File: src/rtl/kdf_verifier_if.sv
// Initiator/target bus between the password verifier and the spongent KDF core.
// master = verifier (drives operands and reset), slave = KDF core.
interface kdf_verifier_if #(
   parameter int unsigned N           = 128,
   parameter int unsigned SALT_WIDTH  = 64,
   parameter int unsigned COUNT_WIDTH = 32,
   parameter int unsigned PSW_WIDTH   = 32
);
   logic                   kdf_rst;
   logic [SALT_WIDTH-1:0]  kdf_salt;
   logic [COUNT_WIDTH-1:0] kdf_count;
   logic [PSW_WIDTH-1:0]   kdf_password;
   logic                   kdf_end_signal;
   logic [N-1:0]           kdf_key;

   modport master (
      output kdf_rst,
      output kdf_salt,
      output kdf_count,
      output kdf_password,
      input  kdf_end_signal,
      input  kdf_key
   );

   modport slave (
      input  kdf_rst,
      input  kdf_salt,
      input  kdf_count,
      input  kdf_password,
      output kdf_end_signal,
      output kdf_key
   );
endinterface

File: src/rtl/kdf_verifier.sv
// Password-check front end for the spongent KDF core: runs the KDF on a candidate,
// compares the derived key with the reference, and enforces a failed-attempt lockout.
module kdf_verifier #(
   parameter int unsigned N              = 128,
   parameter int unsigned SALT_WIDTH     = 64,
   parameter int unsigned COUNT_WIDTH    = 32,
   parameter int unsigned PSW_WIDTH      = 32,
   parameter int unsigned MAX_FAILS      = 3,
   parameter int unsigned LOCKOUT_CYCLES = 1024
) (
   input  logic                             clk,
   input  logic                             rst,
   input  logic                             start,
   input  logic [PSW_WIDTH-1:0]             candidate_password,
   input  logic [SALT_WIDTH-1:0]            stored_salt,
   input  logic [COUNT_WIDTH-1:0]           stored_count,
   input  logic [N-1:0]                     stored_key,
   output logic                             busy,
   output logic                             done,
   output logic                             match,
   output logic                             error,
   output logic                             locked,
   output logic [$clog2(MAX_FAILS+1)-1:0]   fail_count,
   kdf_verifier_if.master                   kdf
);

   localparam int unsigned FCW = $clog2(MAX_FAILS + 1);
   localparam int unsigned TW  = $clog2(LOCKOUT_CYCLES + 1);

   typedef enum logic [2:0] {
      S_IDLE,
      S_LOAD,
      S_RUN,
      S_COMPARE,
      S_DONE,
      S_LOCKED
   } state_t;

   state_t                 state_q, state_d;
   logic                   busy_q, busy_d;
   logic                   done_q, done_d;
   logic                   match_q, match_d;
   logic                   error_q, error_d;
   logic                   locked_q, locked_d;
   logic [FCW-1:0]         fail_count_q, fail_count_d;
   logic [TW-1:0]          timer_q, timer_d;
   logic                   kdf_rst_q, kdf_rst_d;
   logic [SALT_WIDTH-1:0]  salt_q, salt_d;
   logic [COUNT_WIDTH-1:0] count_q, count_d;
   logic [PSW_WIDTH-1:0]   psw_q, psw_d;
   logic [N-1:0]           skey_q, skey_d;
   logic [N-1:0]           key_q, key_d;

   always_ff @(posedge clk or negedge rst) begin
      if (!rst) begin
         state_q      <= S_IDLE;
         busy_q       <= 1'b0;
         done_q       <= 1'b0;
         match_q      <= 1'b0;
         error_q      <= 1'b0;
         locked_q     <= 1'b0;
         fail_count_q <= '0;
         timer_q      <= '0;
         kdf_rst_q    <= 1'b1;
         salt_q       <= '0;
         count_q      <= '0;
         psw_q        <= '0;
         skey_q       <= '0;
         key_q        <= '0;
      end else begin
         state_q      <= state_d;
         busy_q       <= busy_d;
         done_q       <= done_d;
         match_q      <= match_d;
         error_q      <= error_d;
         locked_q     <= locked_d;
         fail_count_q <= fail_count_d;
         timer_q      <= timer_d;
         kdf_rst_q    <= kdf_rst_d;
         salt_q       <= salt_d;
         count_q      <= count_d;
         psw_q        <= psw_d;
         skey_q       <= skey_d;
         key_q        <= key_d;
      end
   end

   always_comb begin
      state_d      = state_q;
      busy_d       = busy_q;
      done_d       = 1'b0;
      match_d      = match_q;
      error_d      = error_q;
      locked_d     = locked_q;
      fail_count_d = fail_count_q;
      timer_d      = timer_q;
      kdf_rst_d    = kdf_rst_q;
      salt_d       = salt_q;
      count_d      = count_q;
      psw_d        = psw_q;
      skey_d       = skey_q;
      key_d        = key_q;

      case (state_q)
         S_IDLE: begin
            kdf_rst_d = 1'b1;
            if (start) begin
               match_d = 1'b0;
               if (stored_count != '0) begin
                  // Operand registers double as the latch; they reach the core in LOAD.
                  state_d = S_LOAD;
                  busy_d  = 1'b1;
                  error_d = 1'b0;
                  salt_d  = stored_salt;
                  count_d = stored_count;
                  psw_d   = candidate_password;
                  skey_d  = stored_key;
               end else begin
                  state_d = S_DONE;
                  done_d  = 1'b1;
                  error_d = 1'b1;
               end
            end
         end

         S_LOAD: begin
            kdf_rst_d = 1'b0;
            state_d   = S_RUN;
         end

         S_RUN: begin
            if (kdf.kdf_end_signal) begin
               key_d   = kdf.kdf_key;
               state_d = S_COMPARE;
            end
         end

         S_COMPARE: begin
            // match_q is the registered full-width compare result consumed in DONE.
            match_d   = (key_q == skey_q);
            key_d     = '0;
            psw_d     = '0;
            kdf_rst_d = 1'b1;
            busy_d    = 1'b0;
            done_d    = 1'b1;
            state_d   = S_DONE;
         end

         S_DONE: begin
            kdf_rst_d = 1'b1;
            salt_d    = '0;
            count_d   = '0;
            psw_d     = '0;
            skey_d    = '0;
            state_d   = S_IDLE;
            if (!error_q) begin
               if (match_q) begin
                  fail_count_d = '0;
               end else if (fail_count_q == FCW'(MAX_FAILS - 1)) begin
                  fail_count_d = FCW'(MAX_FAILS);
                  locked_d     = 1'b1;
                  timer_d      = TW'(LOCKOUT_CYCLES);
                  state_d      = S_LOCKED;
               end else begin
                  fail_count_d = fail_count_q + FCW'(1);
               end
            end
         end

         S_LOCKED: begin
            if (timer_q <= TW'(1)) begin
               locked_d     = 1'b0;
               fail_count_d = '0;
               timer_d      = '0;
               state_d      = S_IDLE;
            end else begin
               timer_d = timer_q - TW'(1);
            end
         end

         default: begin
            state_d   = S_IDLE;
            kdf_rst_d = 1'b1;
         end
      endcase
   end

   assign busy             = busy_q;
   assign done             = done_q;
   assign match            = match_q;
   assign error            = error_q;
   assign locked           = locked_q;
   assign fail_count       = fail_count_q;
   assign kdf.kdf_rst      = kdf_rst_q;
   assign kdf.kdf_salt     = salt_q;
   assign kdf.kdf_count    = count_q;
   assign kdf.kdf_password = psw_q;

endmodule

File: src/flat_wrapper.sv
// flat-port wrapper written by rule: the top's interface ports become plain ports
module kdf_verifier_flat 
#(
   parameter int unsigned N              = 128,
   parameter int unsigned SALT_WIDTH     = 64,
   parameter int unsigned COUNT_WIDTH    = 32,
   parameter int unsigned PSW_WIDTH      = 32,
   parameter int unsigned MAX_FAILS      = 3,
   parameter int unsigned LOCKOUT_CYCLES = 1024
)
  (clk, rst, start, candidate_password, stored_salt, stored_count, stored_key, busy, done, match, error, locked, fail_count, kdf_kdf_rst, kdf_kdf_salt, kdf_kdf_count, kdf_kdf_password, kdf_kdf_end_signal, kdf_kdf_key);
  kdf_verifier_if #(.N(N), .SALT_WIDTH(SALT_WIDTH), .COUNT_WIDTH(COUNT_WIDTH), .PSW_WIDTH(PSW_WIDTH)) kdf_i ();
  input  logic clk;
  input  logic rst;
  input  logic start;
  input  logic [PSW_WIDTH-1:0] candidate_password;
  input  logic [SALT_WIDTH-1:0] stored_salt;
  input  logic [COUNT_WIDTH-1:0] stored_count;
  input  logic [N-1:0] stored_key;
  output logic busy;
  output logic done;
  output logic match;
  output logic error;
  output logic locked;
  output logic [$clog2(MAX_FAILS+1)-1:0] fail_count;
  output wire logic [$bits(kdf_i.kdf_rst)-1:0] kdf_kdf_rst;
  output wire logic [$bits(kdf_i.kdf_salt)-1:0] kdf_kdf_salt;
  output wire logic [$bits(kdf_i.kdf_count)-1:0] kdf_kdf_count;
  output wire logic [$bits(kdf_i.kdf_password)-1:0] kdf_kdf_password;
  input wire logic [$bits(kdf_i.kdf_end_signal)-1:0] kdf_kdf_end_signal;
  input wire logic [$bits(kdf_i.kdf_key)-1:0] kdf_kdf_key;
  assign kdf_kdf_rst = kdf_i.kdf_rst;
  assign kdf_kdf_salt = kdf_i.kdf_salt;
  assign kdf_kdf_count = kdf_i.kdf_count;
  assign kdf_kdf_password = kdf_i.kdf_password;
  assign kdf_i.kdf_end_signal = kdf_kdf_end_signal;
  assign kdf_i.kdf_key = kdf_kdf_key;
  kdf_verifier #(.N(N), .SALT_WIDTH(SALT_WIDTH), .COUNT_WIDTH(COUNT_WIDTH), .PSW_WIDTH(PSW_WIDTH), .MAX_FAILS(MAX_FAILS), .LOCKOUT_CYCLES(LOCKOUT_CYCLES)) u_core (.clk(clk), .rst(rst), .start(start), .candidate_password(candidate_password), .stored_salt(stored_salt), .stored_count(stored_count), .stored_key(stored_key), .busy(busy), .done(done), .match(match), .error(error), .locked(locked), .fail_count(fail_count), .kdf(kdf_i));
endmodule
File: config.mk
export PLATFORM = sky130hd
export DESIGN_NAME = kdf_verifier_flat
export DESIGN_NICKNAME = d
export VERILOG_FILES = /design/src/rtl/kdf_verifier_if.sv /design/src/rtl/kdf_verifier.sv /design/src/flat_wrapper.sv
export SDC_FILE = /design/constraint.sdc
export NUM_CORES = 1
export LEC_CHECK = 0
export CAP_MARGIN = 15
export CORE_AREA = 2 2 202 204
export CTS_CLUSTER_DIAMETER = 200
export CTS_CLUSTER_SIZE = 14
export DETAILED_ROUTE_END_ITERATION = 6
export DIE_AREA = 0 0 204 206
export PLACE_DENSITY = 0.76
export SLEW_MARGIN = 20
export SYNTH_ARGS = -nofsm -noshare
export SYNTH_HDL_FRONTEND = slang
export SYNTH_SLANG_ARGS = --single-unit
File: constraint.sdc
create_clock -name clk -period 2.17 [get_ports clk]
set_input_delay 0.217 -clock clk [delete_from_list [all_inputs] [get_ports clk]]
set_output_delay 0.217 -clock clk [all_outputs]
set_load 0.02 [all_outputs]
==> impl_metrics.yaml, run 1 <==
status:
  outcome: "completed"
timing:
  setup_violations: 0
  min_period_ns: 2.096
  hold_viol: 0
  fin_setup_tns_ns: 0
  clock.fmax_mhz: 477.2
  rsz0062_at_grt: "yes"
  slew_headroom: 0.5732
  slew_viol_final: 0
  fin_crit_sh: 0.9657
  skew_ns: 0.02864
  worst_slew_pin_slew_ns: 0.6344
drt:
  postRouteAntennaNets: 0
  viasPerCell: 5.548
  vias: 12927
  wl_per_cell_um: 24.06
  drc: 0
  dr.pass1.iters: 5
  wl_mm: 56.07
  drt_iter0_drc: 1000
clocking:
  clk_pin_slew_worst_paths_ns: 0.07
  clkLatencyLatePin_ns: 0.56
  cts_root_buf: "clkbuf_16"
  htreeDepth: 2
  clock-sinks: 406
  postCtsSetupBuffers: 0
  cts_buffers: 34
  cts_tree: "built"
  max-clock-path-buffers: 3
setup_path:
  rrSetupSlack_ns: 0.07
  reg2reg_from: "u_core.skey_q[38]"
  crit_fanout: 2
  rr_worst_depth: 9
  worstSetupStartpointType: "flip-flop"
  path_class: "reg2reg"
  crit_required_ns: 2.65
  critical_path_arrival_ns: 2.58
  end_kind: "flip-flop"
  reg2reg_to: "u_core.match"
yosys:
  yosysSeqAreaShare: 0.6181
  ys_ff_latch: 406
  ys.flop_type: "dfrtp_1"
  ys_types: 53
  synth_cells: 1232
  synth_edf_count: 0
  yosysMostFrequentCell: "dfrtp_1"
  synthArstFlopShare: 1.000
  syn_avg_cell_area_um2: 13.34
  synthesis.area_um2: 16440
  syn-num-nets: 1623
  yosys_warnings: 0
  netlist.area_leader.share: 0.6165
  netlist_top_cells_count: "dfrtp_1 (405), a22o_1 (352), xor2_1 (105)"
  yosysTopAreaCell: "dfrtp_1"
  synth_area_leaders: "dfrtp_1 (62%), a22o_1 (19%), xor2_1 (5.6%)"
floorplanning:
  dieHeight_um: 206
  io_pins: 524
  core_um2: 40180
  die_area_um2: 42020
  initial_core_util: 0.4091
  fp.dieW_um: 204
  rows: 74
grt:
  grt_max_degree: 72
  grt_overflow: 0
  antenna_found_initial: 21
  grt_first_pass_wirelength_mm: 81.88
  grt_usage: 0.2600
  grt_pass1_vias: 13110
placement:
  placed_cell_area_um2: 22730
  port_buffers: 523
  hpwlAfterDp_mm: 41.49
  gp_congestion: 0.9002
  dp_cells: 2270
pwr:
  p_per_area_nw_per_um2: 1468
  power_leakage_nw: 10.67
  seq_power_share: 0.387
  power_mw: 34.87
  switchingPower_mw: 13.17
  internal_power_mw: 21.70
  p_comb_frac: 0.450
  p_sw_frac: 0.3777
  max-vdd-ir-drop_mv: 0.8406
  power.share.clock: 0.164
finish:
  stdcell_area_um2: 23750
  area_delta_synth_final_pct: 44.48
  drive_above_1_share: 0.08703
  fin_nets: 2166
  stdcell_count: 2330
  final_util: 0.5911
flow_run:
  maxCapViolations: 0
worst_hold_path:
  min_path_type: "in2async"
-- metal layers --
metal  global-route usage  share of wire  up-vias  wire length (um)
li1                     -              -     5727                 -
met1               0.3408           0.41     6585             23250
met2               0.4071           0.47      503             26620
met3              0.07253          0.076      104              4265
met4               0.1090          0.034        8              1880
met5                    0        0.00089        -                50
-- placed cells by master, fill, tap and decap left out, types with 30 or more instances in the layout --
cell type          n
a22o_1           352
buf_12            30
buf_4             48
clkbuf_16         35
clkdlybuf4s50_1  522
dfrtp_1          405
nand2_1           54
nor4_1            34
o21ai_1           31
xor2_1           105
-- power by group through the flow --
| stage | clock network, mW | registers [mW] | logic [mW] |
|---|---|---|---|
| after floorplan | 0 | 14.2 | 7.95 |
| after global placement | 0 | 13.4 | 15.3 |
| after detailed placement | 0 | 13.5 | 15.6 |
| after CTS | 5.81 | 13.4 | 15.8 |
| after global routing | 6.10 | 13.8 | 16.7 |
| final | 5.71 | 13.5 | 15.7 |
-- worst max-delay path by stage --
stage | slack (ns) | start | endpoint | cells past startpoint
2_1_floorplan | 0.44 | u_core.timer_q[5] | u_core.fail_count[1] | 7
3_3_place_gp | -0.39 | stored_count[19] | u_core.kdf.kdf_password[8] | 9
3_5_place_dp | -0.44 | stored_count[19] | u_core.kdf.kdf_password[17] | 9
4_1_cts | 0.02 | u_core.skey_q[38] | u_core.match | 9
5_1_grt | -0.05 | u_core.skey_q[38] | u_core.match | 9
6_report | 0.07 | u_core.skey_q[38] | u_core.match | 9
-- stage by stage --
stage / hold slack, ns / setup slack [ns]
after floorplan: -0.07859 / 0.4389
after global placement: 0.1264 / -0.3946
after detailed placement: 0.1254 / -0.4370
after CTS: 0.1130 / 0.02405
after global routing: 0.1296 / -0.04933
final: 0.1198 / 0.07444
-- cell type report --
class	count	area [um^2]
Sequential cell	406	10160
Fill cell	3284	16430
Tap cell	532	665.6
Clock buffer	40	894.6
Timing Repair Buffer	602	6211
Clock inverter	2	32.53
Multi-Input combinational cell	726	5725
Antenna cell	17	42.54
Inverter	5	18.77
-- state kept, by name, indices dropped and copies added, names as in the netlist, 2 cells and up --
| name | count |
|---|---|
| u_core.fail_count | 2 |
| u_core.kdf.kdf_count | 32 |
| u_core.kdf.kdf_password | 32 |
| u_core.kdf.kdf_salt | 64 |
| u_core.key_q | 128 |
| u_core.skey_q | 128 |
| u_core.state_q | 3 |
| u_core.timer_q | 11 |
-- what timing repair did --
item | in CTS | in global routing
hold buffers | 1 | 0
gates resized for setup | 5 | 1
endpoints found under the setup margin | 1 | 1
pin swaps | 3 | 2
endpoints found under the hold margin | 308 | 0
-- worst max-delay path, stage by stage (launching register included) --
cell     delay [ns]
dfrtp_1        0.41
xnor2_2        0.20
buf_4          0.16
nand4_1        0.19
nor4_2         0.24
buf_4          0.15
nand4_1        0.16
nor4_2         0.22
buf_4          0.18
a32o_1         0.11
-- kinds of logic after synthesis --
kind of cell | count (synthesis) | share of synthesized area
DFF | 406 | 0.6181
adders and majority gates | 3 | 0.002284
muxes | 2 | 0.001294
buffers and inverters | 100 | 0.03760
AOI/OAI and AO/OA | 424 | 0.2147
and+or+nand+nor | 168 | 0.05731
xor gates and xnor gates | 129 | 0.06873
(Power assumes the default switching activity.)
==> inputs of run 2 (changes only) <==
- clock period: 2.17 -> 2.2 ns (I/O delays scaled with it)
==> run 2 against run 1 <==
Die area unchanged. Routed wire length down 0.30%. Worst setup slack better by 0.034 ns. Worst hold slack better by 0.055 ns. Final area down 0.35%. First-iteration DRC count down 4.9%. Combinational power about the same. Utilization down 0.21 points. Sequential cell count unchanged. Critical path type unchanged.
==> impl_metrics.yaml, run 2 (synthesis gave the netlist of run 1 again) <==
status:
  outcome: "completed"
finish:
  final_util: 0.5890
  drive_above_1_share: 0.08610
  seqCellArea_um2: 10160
  final_common_cell: "clkdlybuf4s50_1"
  multi_input_area_um2: 5746
  stdcell_area_um2: 23670
  area_delta_synth_final_pct: 43.97
  fin_nets: 2163
  final_cell_mix: "clkdlybuf4s50_1 (522), dfrtp_1 (405), a22o_1 (352)"
  n_fill_cell: 3243
drt:
  vias: 13005
  drt_iter0_drc: 951
  wl_per_cell_um: 24.06
  drc: 0
  dr.pass1.iters: 5
  viasPerCell: 5.598
  wl_mm: 55.90
  postRouteAntennaNets: 0
pwr:
  power.share.clock: 0.162
  power_mw: 34.34
  p_per_area_nw_per_um2: 1451
  seq_power_share: 0.389
  p_comb_frac: 0.449
  internal_power_mw: 21.36
  p_sw_frac: 0.3780
  switchingPower_mw: 12.98
  max-vdd-ir-drop_mv: 0.7295
  power_leakage_nw: 10.63
timing:
  rsz0062_at_grt: "no"
  skew_ns: 0.02133
  setup_violations: 0
  fin_ws_ns: 0.1089
  worst_slew_pin_slew_ns: 0.6053
  clock.fmax_mhz: 478.2
  slew_viol_final: 0
  fin_crit_sh: 0.9505
  slew_headroom: 0.5928
  min_period_ns: 2.091
  hold_viol: 0
placement:
  post-place-ws_ns: -0.3793
  gp_congestion: 0.8973
  hpwlAfterDp_mm: 41.52
  placed_cell_area_um2: 22660
  port_buffers: 523
setup_path:
  worstSetupStartpointType: "flip-flop"
  crit_path_frequent_cell: "buf_4"
  cpLargestDelayFamily: "simple AND/OR/NAND/NOR gates"
  cp_slowest_cell: "nor4_1"
  path_class: "reg2reg"
  crit_cells: 7
  path_buf_inv: 2
  end_kind: "flip-flop"
  cpPeakStageDelay_ns: 0.42
  critical_path_arrival_ns: 2.57
  crit_required_ns: 2.68
  reg2reg_to: "u_core.match"
  rrSetupSlack_ns: 0.11
  crit_start: "u_core.skey_q[57]"
  crit_fanout: 2
  cp-endpoint: "u_core.match"
  rr_worst_depth: 7
  path_cells: "xor2_1 -> nor4_1 -> buf_4 -> nand4_1 -> nor4_2 -> buf_4 -> a32o_1"
  reg2reg_from: "u_core.skey_q[57]"
clocking:
  clk_pin_slew_worst_paths_ns: 0.07
  cts_buffers: 34
  htreeDepth: 2
  max-clock-path-buffers: 3
  clock-sinks: 406
  clkLatencyLatePin_ns: 0.54
  cts_tree: "built"
  cts_root_buf: "clkbuf_16"
grt:
  grt_first_pass_wirelength_mm: 81.86
  grt_max_degree: 68
  antenna_found_initial: 20
  grt_overflow: 0
  grt_usage: 0.2596
  grt_pass1_vias: 13223
floorplanning:
  io_pins: 524
  dieHeight_um: 206
  initial_core_util: 0.4091
  rows: 74
  die_area_um2: 42020
  core_um2: 40180
  fp.dieW_um: 204
flow_run:
  maxCapViolations: 0
worst_hold_path:
  min_path_type: "in2async"
-- run 2: changes by cell type in the layout (fill, tap and decap cells not counted), sizes merged --
cell    before  now
clkinv       2    0
inv          5    6
diode       17   14
buf         79   76
-- run 2: cell type report --
class / count / area share
flip-flops and latches: 406 / 0.4293
repair buffers: 599 / 0.2594
multi-input cells: 726 / 0.2428
clock buffers: 40 / 0.03780
well taps: 532 / 0.02812
diodes: 14 / 0.001480
inverters: 5 / 0.0007930
clock inverters: 1 / 0.0003701
-- run 2: per-layer routing --
metal,share of wire,track usage
met1,0.41,0.3396
met2,0.48,0.4076
met3,0.074,0.06307
met4,0.039,0.1234
met5,0.00082,0
-- run 2: repair_timing --
| item | 4_1_cts | 5_1_grt |
|---|---|---|
| pin swaps | 0 | 3 |
| hold buffers | 1 | 0 |
| hold endpoints to repair | 359 | 0 |
| setup buffers | 0 | 0 |
| setup endpoints to repair | 1 | 1 |
| resized for setup | 2 | 7 |
-- run 2: power by group through the flow --
stage / logic [mW] / registers, mW / clock network (mW)
final: 15.4 / 13.4 / 5.55
after global routing: 16.5 / 13.7 / 5.95
after CTS: 15.4 / 13.3 / 5.70
after detailed placement: 15.3 / 13.4 / 0
after global placement: 14.9 / 13.3 / 0
after floorplan: 7.84 / 14.1 / 0
-- run 2: worst min path at each step --
stage,start,end,depth (start not counted)
finish,rst,u_core.skey_q[5],2
CTS,rst,u_core.key_q[14],2
global route,rst,u_core.skey_q[125],2
global placement,rst,u_core.key_q[5],1
floorplan,rst,u_core.busy,0
detailed placement,rst,u_core.skey_q[5],1
-- run 2: through the flow --
stage / TNS (ns) / std cells / hold slack [ns]
detailed placement: -86.62 / 2267 / 0.1441
finish: 0 / 2323 / 0.1752
floorplan: 0 / 1232 / -0.07559
CTS: 0 / 2309 / 0.1427
global placement: -105.37 / 2267 / 0.1443
global route: 0 / 2320 / 0.1827
==> inputs of run 3 (changes only) <==
- CORE_AREA: 2 2 202 204 -> 2 2 201 203
- CTS_CLUSTER_DIAMETER: 200 -> 150
- DIE_AREA: 0 0 204 206 -> 0 0 203 205
- PLACE_DENSITY: 0.76 -> 0.79
- clock period: 2.2 -> 1.9 ns (I/O delays scaled with it)
==> run 3 against run 2 <==
The run now ends with DRC, setup timing left. Register-to-register slack got worse by 0.20 ns. Routed wire length rose by 7.3%. Global-route usage up 1.1 points. Critical path depth unchanged. Clock skew decreased by 0.010 ns. Worst setup slack worse by 0.20 ns. Largest cell class unchanged.
==> impl_metrics.yaml, run 3 (synthesis gave the netlist of run 1 again) <==
floorplanning:
  die_area_um2: 41620
  initial_core_util: 0.4176
  io_pins: 524
  fp.dieW_um: 203
  core_um2: 39370
  rows: 73
  dieHeight_um: 205
setup_path:
  reg2reg_from: "u_core.skey_q[15]"
  crit_fanout: 2
  crit_start: "u_core.skey_q[15]"
  rrSetupSlack_ns: -0.09
  reg2reg_to: "u_core.match"
  path_class: "reg2reg"
  end_kind: "flip-flop"
  worstSetupStartpointType: "flip-flop"
  rr_worst_depth: 7
  crit_required_ns: 2.38
  critical_path_arrival_ns: 2.47
  cp-endpoint: "u_core.match"
drt:
  wl_mm: 59.99
  drc: 3
  dr_wl_met3_mm: 4.132
  met2_length_mm: 28.87
  topRoutingLayerUsed: "met4"
  viasPerCell: 5.666
  postRouteAntennaNets: 0
  m1WireLength_mm: 24.83
  dr.pass1.iters: 7
  drt_iter0_drc: 978
  vias: 13553
  wl_per_cell_um: 25.08
clocking:
  clk_pin_slew_worst_paths_ns: 0.07
  clkLatencyLatePin_ns: 0.55
  clock-sinks: 406
  htreeDepth: 2
  max-clock-path-buffers: 3
  cts_root_buf: "clkbuf_16"
  cts_tree: "built"
  cts_buffers: 34
grt:
  grt_pass1_vias: 14035
  grt_overflow: 0
  grt_first_pass_wirelength_mm: 85.56
  antenna_found_initial: 12
  grt_usage: 0.2710
  grt_max_degree: 65
finish:
  area_delta_synth_final_pct: 51.54
  final_util: 0.6328
  final_cell_mix: "clkdlybuf4s50_1 (504), dfrtp_1 (404), a22o_1 (352)"
  drive_above_1_share: 0.1251
  fin_nets: 2239
  final_common_cell: "clkdlybuf4s50_1"
pwr:
  p_comb_frac: 0.476
  internal_power_mw: 26.21
  seq_power_share: 0.370
  p_sw_frac: 0.3777
  power_mw: 42.11
  power.share.clock: 0.154
  switchingPower_mw: 15.91
  p_per_area_nw_per_um2: 1690
  max-vdd-ir-drop_mv: 0.8967
  power_leakage_nw: 11.40
timing:
  min_period_ns: 1.990
  rsz0062_at_grt: "yes"
  skew_ns: 0.01094
  fin_ws_ns: -0.08962
  slew_viol_final: 0
  hold_viol: 0
  clock.fmax_mhz: 502.6
  worst_slew_pin_slew_ns: 0.6348
  fin_setup_tns_ns: -0.08962
  fin_crit_sh: 1.047
  setup_violations: 1
  slew_headroom: 0.5768
status:
  outcome: "finished, violations left"
  violations: "DRC, setup timing"
worst_hold_path:
  min_path_type: "in2reg"
  worstHoldStart: "stored_count[23]"
  hold-path-cell-count: 3
placement:
  port_buffers: 523
  hpwlAfterDp_mm: 42.42
  gp_congestion: 0.9058
flow_run:
  maxCapViolations: 0
==> run 3: cell count changes in the layout (fill, tap and decap cells not counted), sizes merged, moves of 2 or more <==
cell           previous run  this run
buf                      76       125
clkbuf                   40        57
clkdlybuf4s50           522       504
clkinv                    0         2
dlygate4sd2               0         2
dlygate4sd3               1        11
dlymetal6s2s              0        16
==> run 3: stage by stage <==
step / std cells / hold WS, ns / instance area, um^2 / setup WS (ns)
after floorplan: 1232 / -0.1056 / 16440 / 0.1689
after global placement: 2297 / 0.1996 / 23050 / -0.7456
after detailed placement: 2297 / 0.2065 / 23050 / -0.7054
after CTS: 2342 / 0.1570 / 24090 / -0.07265
after global routing: 2390 / 0.02102 / 24910 / -0.1814
final: 2392 / 0.03665 / 24910 / -0.08962
==> run 3: cell type report <==
class	instances	area, um^2
multi-input combinational	726	5822
inverter	5	18.77
clock inverter	2	32.53
fill	2891	14450
tap	525	656.9
clock buffer	40	894.6
antenna	13	32.53
sequential	406	10160
timing repair buffer	675	7293
==> run 3: critical path, cell delays in order (launching register included) <==
cell and delay [ns]:
dfrtp_1 0.39, xor2_1 0.17, nor4_1 0.33, buf_4 0.19, nand4_1 0.22, nor4_4 0.35
buf_4 0.17, a32o_1 0.11
==> run 3: power groups by stage <==
stage	sequential (mW)	combinational [mW]	clock [mW]
CTS	15.4	18.7	6.65
global route	15.9	21.2	6.94
floorplan	16.3	9.08	0
global placement	15.3	17.9	0
detailed placement	15.5	18.4	0
finish	15.6	20.1	6.49
==> run 3: routing by layer <==
layer / global-route usage / up-vias
li1: - / 5861
met1: 0.3605 / 6887
met2: 0.4386 / 676
met3: 0.05202 / 129
met4: 0.1092 / 0
met5: 0 / -
==> run 3: repair_timing <==
item	CTS	global route
gates cloned	0	20
setup endpoints to repair	258	263
hold endpoints to repair	44	10
setup buffers	2	7
hold buffers	1	10
resized for setup	12	35
pin swaps	7	17
==> run 3: worst min path at each step <==
stage                                   to  slack (ns)
3_3_place_gp             u_core.key_q[107]        0.20
5_1_grt           u_core.kdf.kdf_count[18]        0.02
4_1_cts        u_core.kdf.kdf_password[30]        0.16
6_report          u_core.kdf.kdf_count[23]        0.04
3_5_place_dp             u_core.key_q[107]        0.21
2_1_floorplan                  u_core.busy       -0.11
